[src/rtl/seq_divider.sv]
// Radix-2 restoring divider for DIV/DIVU: one trial subtract per clock, operating on
// magnitudes. The signs are re-applied when the result is registered on the way out of FIN.
module seq_divider #(
  parameter int WIDTH = 32
) (
  input  logic             clk,
  input  logic             rst_n,
  input  logic             start_i,
  input  logic             is_signed_i,
  input  logic [WIDTH-1:0] dividend_i,
  input  logic [WIDTH-1:0] divisor_i,
  output logic             busy_o,
  output logic             done_o,
  output logic [WIDTH-1:0] quotient_o,
  output logic [WIDTH-1:0] remainder_o,
  output logic             div_by_zero_o
);

  localparam int CW = $clog2(WIDTH + 1);
  localparam logic [CW-1:0] LAST_STEP = CW'(WIDTH - 1);

  typedef enum logic [1:0] {IDLE, CALC, FIN} state_t;

  state_t           state_q, state_d;
  logic [WIDTH-1:0] r_q, r_d;       // partial remainder
  logic [WIDTH-1:0] q_q, q_d;       // dividend shifting out, quotient shifting in
  logic [WIDTH-1:0] d_q, d_d;       // divisor magnitude
  logic [CW-1:0]    cnt_q, cnt_d;
  logic             sgn_q_q, sgn_q_d;
  logic             sgn_r_q, sgn_r_d;
  logic             zero_q, zero_d;
  logic             busy_q, busy_d;
  logic             done_q, done_d;
  logic [WIDTH-1:0] quot_q, quot_d;
  logic [WIDTH-1:0] rem_q, rem_d;
  logic             dbz_q, dbz_d;

  logic             neg_a, neg_b;
  logic [WIDTH:0]   shifted, trial;

  assign neg_a   = is_signed_i & dividend_i[WIDTH-1];
  assign neg_b   = is_signed_i & divisor_i[WIDTH-1];
  assign shifted = {r_q, q_q[WIDTH-1]};
  assign trial   = shifted - {1'b0, d_q};

  always_comb begin
    state_d = state_q;
    r_d     = r_q;
    q_d     = q_q;
    d_d     = d_q;
    cnt_d   = cnt_q;
    sgn_q_d = sgn_q_q;
    sgn_r_d = sgn_r_q;
    zero_d  = zero_q;
    busy_d  = busy_q;
    done_d  = 1'b0;
    quot_d  = quot_q;
    rem_d   = rem_q;
    dbz_d   = dbz_q;
    unique case (state_q)
      IDLE: begin
        if (start_i) begin
          busy_d = 1'b1;
          if (divisor_i != '0) begin
            q_d     = neg_a ? -dividend_i : dividend_i;
            d_d     = neg_b ? -divisor_i : divisor_i;
            r_d     = '0;
            sgn_q_d = neg_a ^ neg_b;
            sgn_r_d = neg_a;
            zero_d  = 1'b0;
            cnt_d   = '0;
            state_d = CALC;
          end else begin
            // Divide by zero skips CALC; FIN's sign fix-up is a no-op with both signs clear.
            q_d     = '1;
            r_d     = dividend_i;
            d_d     = '0;
            sgn_q_d = 1'b0;
            sgn_r_d = 1'b0;
            zero_d  = 1'b1;
            state_d = FIN;
          end
        end
      end
      CALC: begin
        // A negative trial implies shifted < 2^WIDTH, so dropping its MSB is lossless.
        q_d   = {q_q[WIDTH-2:0], ~trial[WIDTH]};
        r_d   = trial[WIDTH] ? shifted[WIDTH-1:0] : trial[WIDTH-1:0];
        cnt_d = cnt_q + 1'b1;
        if (cnt_q == LAST_STEP) state_d = FIN;
      end
      FIN: begin
        quot_d  = sgn_q_q ? -q_q : q_q;
        rem_d   = sgn_r_q ? -r_q : r_q;
        dbz_d   = zero_q;
        done_d  = 1'b1;
        busy_d  = 1'b0;
        state_d = IDLE;
      end
      default: state_d = IDLE;
    endcase
  end

  always_ff @(posedge clk or negedge rst_n) begin
    if (!rst_n) begin
      state_q <= IDLE;
      r_q     <= '0;
      q_q     <= '0;
      d_q     <= '0;
      cnt_q   <= '0;
      sgn_q_q <= 1'b0;
      sgn_r_q <= 1'b0;
      zero_q  <= 1'b0;
      busy_q  <= 1'b0;
      done_q  <= 1'b0;
      quot_q  <= '0;
      rem_q   <= '0;
      dbz_q   <= 1'b0;
    end else begin
      state_q <= state_d;
      r_q     <= r_d;
      q_q     <= q_d;
      d_q     <= d_d;
      cnt_q   <= cnt_d;
      sgn_q_q <= sgn_q_d;
      sgn_r_q <= sgn_r_d;
      zero_q  <= zero_d;
      busy_q  <= busy_d;
      done_q  <= done_d;
      quot_q  <= quot_d;
      rem_q   <= rem_d;
      dbz_q   <= dbz_d;
    end
  end

  assign busy_o        = busy_q;
  assign done_o        = done_q;
  assign quotient_o    = quot_q;
  assign remainder_o   = rem_q;
  assign div_by_zero_o = dbz_q;

endmodule
[config.mk]
export PLATFORM = sky130hd
export DESIGN_NAME = seq_divider
export DESIGN_NICKNAME = d
export VERILOG_FILES = /design/src/rtl/seq_divider.sv
export SDC_FILE = /design/constraint.sdc
export NUM_CORES = 1
export LEC_CHECK = 0
export ABC_AREA = 1
export ABC_CLOCK_PERIOD_IN_PS = 2000
export BUFFER_PORTS_ARGS = -buffer_cell sky130_fd_sc_hd__buf_2
export CELL_PAD_IN_SITES_DETAIL_PLACEMENT = 0
export CELL_PAD_IN_SITES_GLOBAL_PLACEMENT = 1
export CORE_UTILIZATION = 35
export DETAILED_ROUTE_END_ITERATION = 7
export PLACE_DENSITY_LB_ADDON = 0.1
export SYNTH_ARGS = -nofsm -noshare
export SYNTH_HDL_FRONTEND = slang
export SYNTH_SLANG_ARGS = --single-unit
[constraint.sdc]
create_clock -name clk -period 2 [get_ports clk]
set_input_delay 0.4 -clock clk [delete_from_list [all_inputs] [get_ports clk]]
set_output_delay 0.4 -clock clk [all_outputs]
set_load 0.05 [all_outputs]
## Yosys cells after proc, flatten, opt, wreduce, memory -nomap -nowiden

Cells that the tools add are included.

| word-level totals | value |
|---|---|
| logic and storage cells | 63 |
| bits in registers | 174 |

| operators by class | value |
|---|---|
| multiplexer cells | 25 |
| equal/unequal tests | 6 |
| bitwise logic cells | 4 |
| reductions and logical operators | 9 |
| add/sub/neg operators | 6 |

Operator list:

| cell | number |
|---|---|
| 2-to-1 mux 32 bit | 10 |
| negator 32 bit | 4 |
| one-hot mux 32 bit (2 select lines) | 2 |
| subtractor 33 x 32 -> 33 bit | 1 |
| nonzero test 32 bit | 1 |
| 2-to-1 mux 6 bit | 2 |
| one-hot mux 6 bit (2 select lines) | 1 |
| AND reduction 2 bit | 4 |
| adder 6 x 1 -> 6 bit, second input constant | 1 |
| equality test 6 x 5 -> 1 bit, second input constant | 1 |
| 2-to-1 mux 2 bit | 3 |
| inequality test 2 bit, second input constant | 3 |
| 2-to-1 mux 1 bit | 5 |
| one-hot mux 2 bit (2 select lines) | 1 |
| nonzero test 2 bit | 2 |
| AND reduction 3 bit | 1 |
| bitwise AND 1 bit | 2 |
| equality test 2 x 1 -> 1 bit, second input constant | 1 |
| equality test 2 bit, second input constant | 1 |
| zero test 2 bit | 1 |
| one-hot mux 1 bit (2 select lines) | 1 |
| inverter 1 bit | 1 |
| XOR 1 bit | 1 |

## Logic depth before layout (Yosys ltp)

Gate-level depths: netlist of run 1.

| logic depth | value |
|---|---|
| depth after elaboration | 5 |
| depth in mapped cells | 19 |

## Least setup slack after synthesis of run 1

Ideal clock, no wire load.

| path | value |
|---|---|
| path kind | register to register |
| start | register q_q[31] |
| end | register q_q[0] |
| stages on the path, launching flop included | 17 |
| path buffers | 1 |
| required time | 1.871 ns |
| arrival time | 2.117 ns |
| slack | -0.246 ns |
| clock period less this slack | 2.246 ns |
| setup time | 0.129 ns |
| cell sequence | dfrtp_1 > inv_1 > ha_1 > fa_1 > inv_1 > nand2_1 > nand2_1 > nand3_1 > nand2_2 > nand2_1 > nand2_1 > nand2_2 > nand3_2 > nand2_4 > buf_4 > o211ai_1 > o21ai_1 |

| between the ends | value |
|---|---|
| word-level cells in the longest chain between the ends | 3 |

RTL lines:

| element | RTL line | text |
|---|---|---|
| start: declaration | 26 | `logic [WIDTH-1:0] q_q, q_d;` |
| start signal: assignment | 122 | `q_q <= q_d;` |
| subtractor 33 x 32 -> 33 bit | 44 | `assign trial = shifted - {1'b0, d_q};` |
| inverter 1 bit | 87 | `q_d = {q_q[WIDTH-2:0], ~trial[WIDTH]};` |
| one-hot mux 32 bit (2 select lines) | 60 | `unique case (state_q)` |

No other way between the ends.
A chain may end at the register's enable or synchronous reset.

## Worst setup path in the final report of run 1

| path | value |
|---|---|
| start | register d_q[0] |
| end | register q_q[0] |

| between the ends | value |
|---|---|
| word-level cells in the longest chain between the ends | 3 |

RTL lines:

| element | RTL line | text |
|---|---|---|
| start: declaration | 27 | `logic [WIDTH-1:0] d_q, d_d;` |
| start signal: assignment | 109 | `d_q <= '0;` |
| start signal: assignment | 123 | `d_q <= d_d;` |
| subtractor 33 x 32 -> 33 bit | 44 |  |
| inverter 1 bit | 87 |  |
| one-hot mux 32 bit (2 select lines) | 60 |  |

No other way between the ends.

==> results of run 1 <==
## worst min path at each step
stage,startpoint,end,slack (ns),depth (start not counted)
floorplan,rst_n,busy_o,0.10,0
global placement,rst_n,remainder_o[5],0.33,1
detailed placement,rst_n,remainder_o[5],0.33,1
CTS,divisor_i[26],d_q[26],0.22,4
global route,divisor_i[26],d_q[26],0.26,4
finish,divisor_i[26],d_q[26],0.25,4
## worst max-delay path: cells and delay by family (launching register included)
family                   cells  cell delay (ns)
AND/OR/NAND/NOR              9             0.68
adder cells (fa/ha/maj)      2             0.58
flip-flops                   1             0.43
AO/OA/AOI/OAI                2             0.26
buffers and inverters        2             0.24
## metrics by stage
step / cell area, sq um / std cells / utilization (%)
2_1_floorplan: 13500 / 2107 / -
3_3_place_gp: 17300 / 3029 / 45.9
3_5_place_dp: 17300 / 3029 / 45.9
4_1_cts: 18400 / 3070 / 48.7
5_1_grt: 19100 / 3083 / 50.6
6_report: 19100 / 3083 / 50.6
## logic make-up after synthesis
logic type / Yosys count / synth area share, %
xor gates and xnor gates: 98 / 6.36
DFF: 174 / 32.3
AOI/OAI and AO/OA: 323 / 12.9
adders and majority gates: 38 / 3.58
and+or+nand+nor: 1049 / 32.6
buffers and inverters: 425 / 12.3
## registers in the layout, summed over array words and instances, names as in the netlist
signal	flops
r_q	32
cnt_q	6
busy_o	1
remainder_o	32
state_q	2
done_o	1
q_q	32
d_q	32
sgn_r_q	1
zero_q	1
div_by_zero_o	1
sgn_q_q	1
quotient_o	32
## cell type report
cell class	instances	area, sq um
Clock inverter	12	134
Multi-Input combinational cell	1508	8420
Timing Repair Buffer	500	3720
Clock buffer	20	457
Sequential cell	174	4370
Tap cell	511	639
Inverter	358	1350
Fill cell	3885	18700
## cells in the final DEF (no fill, tap or decap), types with 4 or more instances in the layout
master / Yosys / routed
nand2_1: 602 / 556
inv_1: 352 / 337
buf_4: 4 / 334
nor2_1: 190 / 167
dfrtp_1: 174 / 163
o21ai_0: 153 / 138
buf_2: 12 / 133
nand3_1: 161 / 128
xor2_1: 90 / 87
a21oi_1: 86 / 73
o21ai_1: 31 / 41
nand2_2: 7 / 38
nand3_2: 1 / 26
nor2_2: 10 / 20
nand4_1: 20 / 20
clkbuf_16: 0 / 20
ha_1: 37 / 19
ha_4: 0 / 18
nor3_1: 21 / 17
inv_2: 4 / 16
a21oi_2: 3 / 15
nand2_4: 2 / 15
buf_12: 0 / 15
o211ai_1: 14 / 14
o22ai_1: 13 / 13
nor2_4: 0 / 13
buf_6: 4 / 13
o31ai_1: 13 / 12
dfrtp_2: 0 / 11
and2_1: 10 / 10
nor4_1: 10 / 9
nand3b_1: 8 / 8
xnor2_1: 8 / 8
nand3_4: 0 / 8
a31oi_1: 6 / 6
clkinv_2: 0 / 4
o21ai_2: 0 / 4
nor3_2: 1 / 4
## layer usage
metal | share of wire [%] | wire [um] | global-route usage [%] | vias up
met3 | 4.0 | 2050 | 3.22 | 43
met5 | 0 | 0 | 0 | -
met2 | 44 | 22400 | 40.5 | 312
met4 | 1.7 | 884 | 7.38 | 0
met1 | 50 | 25600 | 38.6 | 6782
li1 | - | - | - | 7551
## repair_timing
action / 4_1_cts / 5_1_grt
gates cloned: 0 / 3
pin swaps: 20 / 52
setup endpoints to repair: 62 / 84
hold endpoints to repair: 24 / 0
buffers inserted: 9 / 10
gates resized for setup: 97 / 138
hold buffers: 1 / 0
==> results.py, run 1 <==
metrics = {
    "global_routing": {
        "gr-usage-all-layers_pct": 26.4,
        "global_route.overflow_total": 0,
        "grt_pass1_vias": 14014,
        "antenna_found_initial": 0,
        "largest_net_degree_at_the_start_of_global_routing": 58,
        "grt_pass1_wl_um": 78500,
    },
    "worst_setup_path": {
        "reg2reg_depth": 15,
        "critPathArrivalTime_ns": 2.66,
        "start_kind": "flop",
        "timing.critical_path.slowest_cell_delay_ns": 0.43,
        "crit_fanout": 6,
        "r2r_slack_ns": -0.31,
        "timing.critical_path.to_type": "flop",
        "critPathSlowestCell": "dfrtp_1",
        "endpoint": "q_q[0]",
        "crit_chain": "ha_4 > fa_2 > inv_2 > nand2_2 > nand2_2 > nand3_2 > nand2_2 > nand2_2 > nand2_4 > nand2_4 > nand3_4 > nand2_8 > clkbuf_16 > o211ai_1 > o21ai_1",
        "timing.rr.end": "q_q[0]",
        "crit_top_cell": "nand2_2",
        "cp-startpoint": "d_q[0]",
        "setup.worst_path.class": "reg -> reg",
        "worst_ep_required_time_ns": 2.35,
        "reg2reg_from": "d_q[0]",
    },
    "logic_synthesis": {
        "post_synth.cell_area_avg_sq_um": 6.40,
        "seq_area_frac_synth_pct": 32.3,
        "most_common_cell_in_the_netlist": "nand2_1",
        "synth.yosys.warnings": 0,
        "synthesis.nets": 2213,
        "async_reset_ff_share_pct": 100,
        "synth_commonest_cells": "nand2_1, inv_1, nor2_1",
        "synthesis.area_sq_um": 13500,
        "synth_cell_types": 43,
        "yosys.area.top_type_share_pct": 32.3,
        "ys_ff_latch": 174,
        "synth_cells": 2107,
        "synthTopCellsByArea": "dfrtp_1, nand2_1, inv_1, nand3_1, xor2_1",
        "synth_top_area_cell": "dfrtp_1",
        "number_of_flops_mapped_to_enable_cells_by_yosys": 0,
        "synth_flop_cell": "dfrtp_1",
    },
    "floorplan": {
        "start_util_pct": 35.7,
        "total_die_area_sq_um": 39300,
        "fp.coreArea_sq_um": 37800,
        "io_pins": 135,
        "die_x_um": 198,
        "die_y_um": 198,
        "floorplan.rows": 71,
    },
    "timing": {
        "worst_slack_ns": -0.310,
        "timing.final.crit_period_ns": 2.31,
        "timing.final.hold_violations": 0,
        "worst-slew-pin-transition_ns": 0.676,
        "setup-violations-final": 45,
        "timing.hold.ws_ns": 0.250,
        "timing.fmax_mhz": 433,
        "slew_headroom_pct": 54.4,
        "grt_setup_unrepaired": "true",
        "final-max-slew-violation-count": 0,
        "skew_ns": 0.00823,
        "final.period_utilization_pct": 115,
        "totalNegativeSetupSlack_ns": -9.95,
    },
    "finish": {
        "post_route_cells_drive_above_1_share_pct": 28.6,
        "nNetsFinal": 2665,
        "synthToLayoutAreaGrowth_pct": 41.5,
        "antennaDiodeCount": 0,
    },
    "route": {
        "detail_route.wl_per_cell_um": 16.5,
        "postRouteAntennaNets": 0,
        "drt_pre_antenna_iters": 5,
        "num_vias": 14688,
        "count_of_routing_violations_after_the_opening_detailed_route_iteration": 910,
        "drt_drc_violations_left": 0,
        "vias_per_cell": 4.76,
        "routed_wl_um": 50900,
    },
    "cts": {
        "cts.sink_count": 174,
        "clk_transition_reported_paths_ns": 0.07,
        "clk_latency_ns": 0.47,
        "clock_tree_from_tritoncts": "built",
        "cts_buffer_depth": 2,
        "htree_num_levels": 4,
        "buffer_type_at_the_clock_tree_root": "clkbuf_16",
        "cts_made_buffers": 17,
    },
    "placed_design": {
        "routabilityCongestion": 0.922,
        "dp.final_hpwl_um": 40900,
        "pre_cts_ws_ns": -0.405,
        "place.port_buffers": 134,
    },
    "run": {
        "drv_cap": 0,
    },
    "outcome": {
        "failed_checks": "negative setup slack",
        "status": "finished with violations",
    },
    "min_path": {
        "type_of_the_worst_min_delay_path": "in -> reg",
    },
}
Power of run 1 is left out: the tool's default activity adds up to more than one toggle a clock period on the data nets, which glitch-free logic cannot reach.
==> run 2: changes to the inputs <==
--- a/config.mk
+++ b/config.mk
@@ -14,2 +14,3 @@
 export DETAILED_ROUTE_END_ITERATION = 7
+export MAX_ROUTING_LAYER = met4
 export PLACE_DENSITY_LB_ADDON = 0.1
==> constraint.sdc (replaced) <==
create_clock -name clk -period 2 [get_ports clk]
set_input_delay 0.2 -clock clk [delete_from_list [all_inputs] [get_ports clk]]
set_output_delay 0.2 -clock clk [all_outputs]
set_load 0.05 [all_outputs]
==> run 2 against run 1 <==
Largest cell class unchanged. The flow still finishes with violations (negative setup slack). Clock-buffer cell count grew 2. Sequential share of layout area increased by 0.086 points. Global-route usage up 1.2 points. Via count shrank 0.42%. Die area did not move. First-iteration DRC count rose by 6.4%. Worst setup slack worse by 0.0080 ns. Non-clock buffer count is 35 lower. Register-to-register slack hardly changed.
==> results.py, run 2 (same netlist as run 1, synthesis figures left out) <==
metrics = {
    "outcome": {
        "status": "finished with violations",
        "failed_checks": "negative setup slack",
    },
    "cts": {
        "clock_tree_from_tritoncts": "built",
        "clk_transition_reported_paths_ns": 0.08,
        "htree_num_levels": 4,
        "clk_latency_ns": 0.46,
        "cts.sink_count": 174,
        "buffer_type_at_the_clock_tree_root": "clkbuf_16",
        "cts_made_buffers": 17,
        "cts_buffer_depth": 2,
    },
    "route": {
        "drt_pre_antenna_iters": 7,
        "num_vias": 14627,
        "count_of_routing_violations_after_the_opening_detailed_route_iteration": 968,
        "detail_route.wl_per_cell_um": 17.1,
        "vias_per_cell": 4.80,
        "postRouteAntennaNets": 0,
        "routed_wl_um": 52200,
        "drt_drc_violations_left": 0,
    },
    "timing": {
        "slew_headroom_pct": 56.0,
        "grt_setup_unrepaired": "true",
        "final.period_utilization_pct": 116,
        "worst-slew-pin-transition_ns": 0.653,
        "setup-violations-final": 50,
        "timing.final.crit_period_ns": 2.32,
        "timing.final.hold_violations": 0,
        "skew_ns": 0.0132,
        "worst_slack_ns": -0.318,
        "timing.fmax_mhz": 431,
        "final-max-slew-violation-count": 0,
    },
    "finish": {
        "final_area_sq_um": 19000,
        "instances_no_fill": 3048,
        "antennaDiodeCount": 0,
        "mostFrequentLayoutCell": "nand2_1",
        "post-route-util_pct": 50.3,
        "top_library_cells_by_usage_in_the_layout_fill_and_taps_aside": "nand2_1, inv_1, buf_4, nor2_1, dfrtp_1",
        "post_route_cells_drive_above_1_share_pct": 29.1,
        "synthToLayoutAreaGrowth_pct": 40.9,
        "fill_cells": 3881,
        "nNetsFinal": 2630,
    },
    "worst_setup_path": {
        "crit_top_cell": "nand3_1",
        "worst_path_dominant_cell_family": "simple AND/OR/NAND/NOR gates",
        "cp-startpoint": "r_q[30]",
        "crit_chain": "ha_1 > nand2_2 > a21oi_1 > nor2_1 > nand2_1 > a21oi_4 > nand3_4 > buf_12 > nand3_1 > nand3_1 > a21oi_2",
        "worstSetupPathDepth": 11,
        "timing.rr.end": "r_q[13]",
        "timing.critical_path.to_type": "flop",
        "reg2reg_depth": 11,
        "setup.worst_path.class": "reg -> reg",
        "crit_fanout": 15,
        "critPathSlowestCell": "dfrtp_1",
        "critPathArrivalTime_ns": 2.69,
        "critPathBufInv": 1,
        "reg2reg_from": "r_q[30]",
        "worst_ep_required_time_ns": 2.37,
        "start_kind": "flop",
        "r2r_slack_ns": -0.32,
        "endpoint": "r_q[13]",
        "timing.critical_path.slowest_cell_delay_ns": 0.43,
    },
    "floorplan": {
        "total_die_area_sq_um": 39300,
        "fp.coreArea_sq_um": 37800,
        "die_y_um": 198,
        "die_x_um": 198,
        "start_util_pct": 35.7,
        "floorplan.rows": 71,
        "io_pins": 135,
    },
    "global_routing": {
        "gr-usage-all-layers_pct": 27.6,
        "antenna_found_initial": 0,
        "largest_net_degree_at_the_start_of_global_routing": 65,
        "global_route.overflow_total": 0,
        "grt_pass1_wl_um": 79400,
        "grt_pass1_vias": 13808,
    },
    "placed_design": {
        "place.port_buffers": 134,
        "dp.final_hpwl_um": 41700,
        "numPlacedInstances": 2991,
        "place_area_sq_um": 17000,
        "routabilityCongestion": 0.931,
        "pre_cts_ws_ns": -0.432,
    },
    "run": {
        "drv_cap": 0,
    },
    "min_path": {
        "type_of_the_worst_min_delay_path": "in -> reg",
    },
}
[run 2: cell count changes in the layout (fill, tap and decap cells not counted), moves of 8 or more]
cell	change
buf_4	-40
nand2_2	+8
a21oi_2	+14
a21oi_1	-15
nand3_2	-9
ha_1	-10
ha_4	+9
nand3_1	+8
[run 2: worst min path at each step]
stage                   from             end  cells after the start
6_report       divisor_i[26]         d_q[26]                      4
2_1_floorplan          rst_n          busy_o                      0
3_5_place_dp           rst_n  remainder_o[5]                      1
4_1_cts        divisor_i[26]         d_q[26]                      4
3_3_place_gp           rst_n  remainder_o[5]                      1
5_1_grt        divisor_i[26]         d_q[26]                      4
[run 2: final cells by class]
class | count | area (sq um) | share of cell area (%)
Inverter | 358 | 1350 | 7.10
Tap cell | 511 | 639 | 3.36
Timing Repair Buffer | 465 | 3470 | 18.2
Clock buffer | 22 | 484 | 2.55
Sequential cell | 174 | 4370 | 23.0
Multi-Input combinational cell | 1508 | 8600 | 45.2
Clock inverter | 10 | 103 | 0.540
[run 2: timing repair]
action,4_1_cts,5_1_grt
gates resized for setup,76,207
hold endpoints to repair,29,0
cloned,0,3
setup buffers,4,20
hold buffers,1,0
pin swaps,17,49
endpoints found under the setup margin,61,67
[run 2: worst reg2reg max path, stage by stage, from the launching register on]
cell     delay, ns
dfrtp_1       0.43
ha_1          0.36
nand2_2       0.12
a21oi_1       0.05
nor2_1        0.10
nand2_1       0.13
a21oi_4       0.22
nand3_4       0.18
buf_12        0.20
nand3_1       0.11
nand3_1       0.12
a21oi_2       0.20
[run 2: per-stage QoR]
step | hold slack [ns] | TNS (ns)
finish | 0.0579 | -10.98
CTS | 0.0324 | -7.76
detailed placement | 0.148 | -17.63
floorplan | -0.0956 | -2.21
global placement | 0.147 | -16.10
global route | 0.0697 | -16.62
[run 2: metal layers]
layer	global-route usage (%)	vias to the layer above	part of all wire, %
met5	-	-	0
met4	6.55	0	1.7
met3	3.99	49	4.4
met2	40.1	314	43
met1	40.0	6778	51
li1	-	7486	-
Power of run 2 is left out for the same reason.
==> run 3: changes to the inputs <==
CORE_UTILIZATION = 39   (was 35)
==> run 3 against run 2 <==
The flow still finishes with violations (negative setup slack). Register-to-register slack about the same. Clock-buffer cell count down 4. First-iteration DRC count down 4.2%. Core utilization up 5.2 points. Sequential share of layout area up 0.28 points. Critical path type unchanged. Non-clock buffer count down 19. Die area down 10%.
==> results.py, run 3 (same netlist as run 1, synthesis figures left out) <==
metrics = {
    "cts": {
        "cts_made_buffers": 17,
        "cts.sink_count": 174,
        "clk_transition_reported_paths_ns": 0.08,
        "clk_latency_ns": 0.46,
        "clock_tree_from_tritoncts": "built",
        "htree_num_levels": 4,
        "buffer_type_at_the_clock_tree_root": "clkbuf_16",
        "cts_buffer_depth": 2,
    },
    "route": {
        "vias_per_cell": 4.93,
        "drt_pre_antenna_iters": 5,
        "routed_met3_length_um": 2410,
        "drt_drc_violations_left": 0,
        "detail_route.wl_per_cell_um": 16.8,
        "postRouteAntennaNets": 0,
        "top_signal_layer_used": "met4",
        "route.layer.met1.wl_um": 24800,
        "count_of_routing_violations_after_the_opening_detailed_route_iteration": 927,
        "met2_wirelength_um": 21500,
        "routed_wl_um": 49800,
        "num_vias": 14652,
    },
    "timing": {
        "slew_headroom_pct": 50.1,
        "skew_ns": 0.0166,
        "final-max-slew-violation-count": 0,
        "timing.final.hold_violations": 0,
        "timing.fmax_mhz": 431,
        "setup-violations-final": 35,
        "grt_setup_unrepaired": "true",
        "timing.final.crit_period_ns": 2.32,
        "worst_slack_ns": -0.320,
        "totalNegativeSetupSlack_ns": -8.78,
        "final.period_utilization_pct": 116,
        "worst-slew-pin-transition_ns": 0.741,
    },
    "finish": {
        "mostFrequentLayoutCell": "nand2_1",
        "final_area_sq_um": 18800,
        "synthToLayoutAreaGrowth_pct": 39.2,
        "antennaDiodeCount": 0,
        "area.sequential_sq_um": 4370,
        "fill_cells": 3404,
        "post_route_cells_drive_above_1_share_pct": 27.7,
        "nNetsFinal": 2614,
        "top_library_cells_by_usage_in_the_layout_fill_and_taps_aside": "nand2_1, inv_1, buf_4, nor2_1, dfrtp_1",
        "multi_input_area_sq_um": 8560,
    },
    "worst_setup_path": {
        "start_kind": "flop",
        "timing.critical_path.slowest_cell_delay_ns": 0.45,
        "worst_ep_required_time_ns": 2.38,
        "reg2reg_depth": 13,
        "reg2reg_from": "r_q[23]",
        "crit_fanout": 8,
        "crit_top_cell": "nand3_1",
        "timing.critical_path.to_type": "flop",
        "setup.worst_path.class": "reg -> reg",
        "timing.rr.end": "r_q[18]",
        "critPathBufInv": 4,
        "critPathSlowestCell": "dfrtp_2",
        "critPathArrivalTime_ns": 2.70,
        "r2r_slack_ns": -0.32,
        "crit_chain": "ha_1 > nand2_2 > nor2_1 > inv_1 > nor3_4 > buf_4 > a21oi_4 > nand3_4 > buf_6 > clkbuf_16 > nand3_1 > nand3_1 > a21oi_2",
        "worst_path_dominant_cell_family": "buffers and inverters",
    },
    "global_routing": {
        "grt_pass1_wl_um": 77800,
        "largest_net_degree_at_the_start_of_global_routing": 75,
        "gr-usage-all-layers_pct": 29.3,
        "antenna_found_initial": 0,
        "global_route.overflow_total": 0,
        "grt_pass1_vias": 13858,
    },
    "floorplan": {
        "die_y_um": 188,
        "io_pins": 135,
        "fp.coreArea_sq_um": 33800,
        "die_x_um": 188,
        "floorplan.rows": 67,
        "start_util_pct": 39.9,
        "total_die_area_sq_um": 35300,
    },
    "outcome": {
        "status": "finished with violations",
        "failed_checks": "negative setup slack",
    },
    "min_path": {
        "worst_hold_path.num_cells": 3,
        "type_of_the_worst_min_delay_path": "in -> reg",
        "min_to": "d_q[15]",
        "min_from": "divisor_i[15]",
    },
    "run": {
        "drv_cap": 0,
    },
    "placed_design": {
        "routabilityCongestion": 0.926,
        "place_area_sq_um": 16700,
        "place.port_buffers": 134,
        "dp.final_hpwl_um": 39000,
    },
}
## run 3: how the worst max path moves through the flow
stage | depth (start not counted) | start | end | slack [ns]
finish | 13 | r_q[23] | r_q[18] | -0.32
global route | 15 | r_q[21] | r_q[31] | -0.44
CTS | 16 | r_q[13] | r_q[31] | -0.28
detailed placement | 16 | d_q[0] | r_q[29] | -0.40
global placement | 16 | d_q[0] | r_q[19] | -0.38
floorplan | 19 | q_q[31] | r_q[25] | -0.09
## run 3: timing repair
action	in CTS	in global routing
endpoints found under the setup margin	61	92
gates cloned	3	4
endpoints found under the hold margin	174	0
hold buffers	1	0
resized for setup	82	170
pin swaps	14	42
buffers inserted	12	11
## run 3: cell type report
cell class	count	share of cell area, %
clock buffers	18	2.34
clock inverters	14	1.08
inverters	358	7.18
multi-input cells	1511	45.6
flip-flops and latches	174	23.3
well taps	448	2.99
repair buffers	446	17.6
## run 3: metal layers
layer / track usage [%] / vias to the layer above
met4: 7.44 / 0
li1: - / 7469
met3: 3.20 / 55
met5: - / -
met1: 43.1 / 6791
met2: 42.6 / 337
## run 3: per-stage QoR
stage | setup slack [ns] | cells | util [%] | hold WS (ns)
finish | -0.320 | 2969 | 55.6 | 0.0455
floorplan | -0.0939 | 2107 | - | -0.0956
global route | -0.439 | 2969 | 55.6 | 0.0605
detailed placement | -0.399 | 2906 | 49.4 | 0.0577
global placement | -0.377 | 2906 | 49.4 | 0.0555
CTS | -0.281 | 2954 | 52.9 | 0.0317
## run 3: worst reg2reg max path, cell delays in order, from the launching register on
cell and delay [ns]:
dfrtp_2 0.45, ha_1 0.31, nand2_2 0.08, nor2_1 0.04
inv_1 0.10, nor3_4 0.05, buf_4 0.14, a21oi_4 0.20
nand3_4 0.16, buf_6 0.17, clkbuf_16 0.16, nand3_1 0.09
nand3_1 0.11, a21oi_2 0.16
Power of run 3 is left out for the same reason.
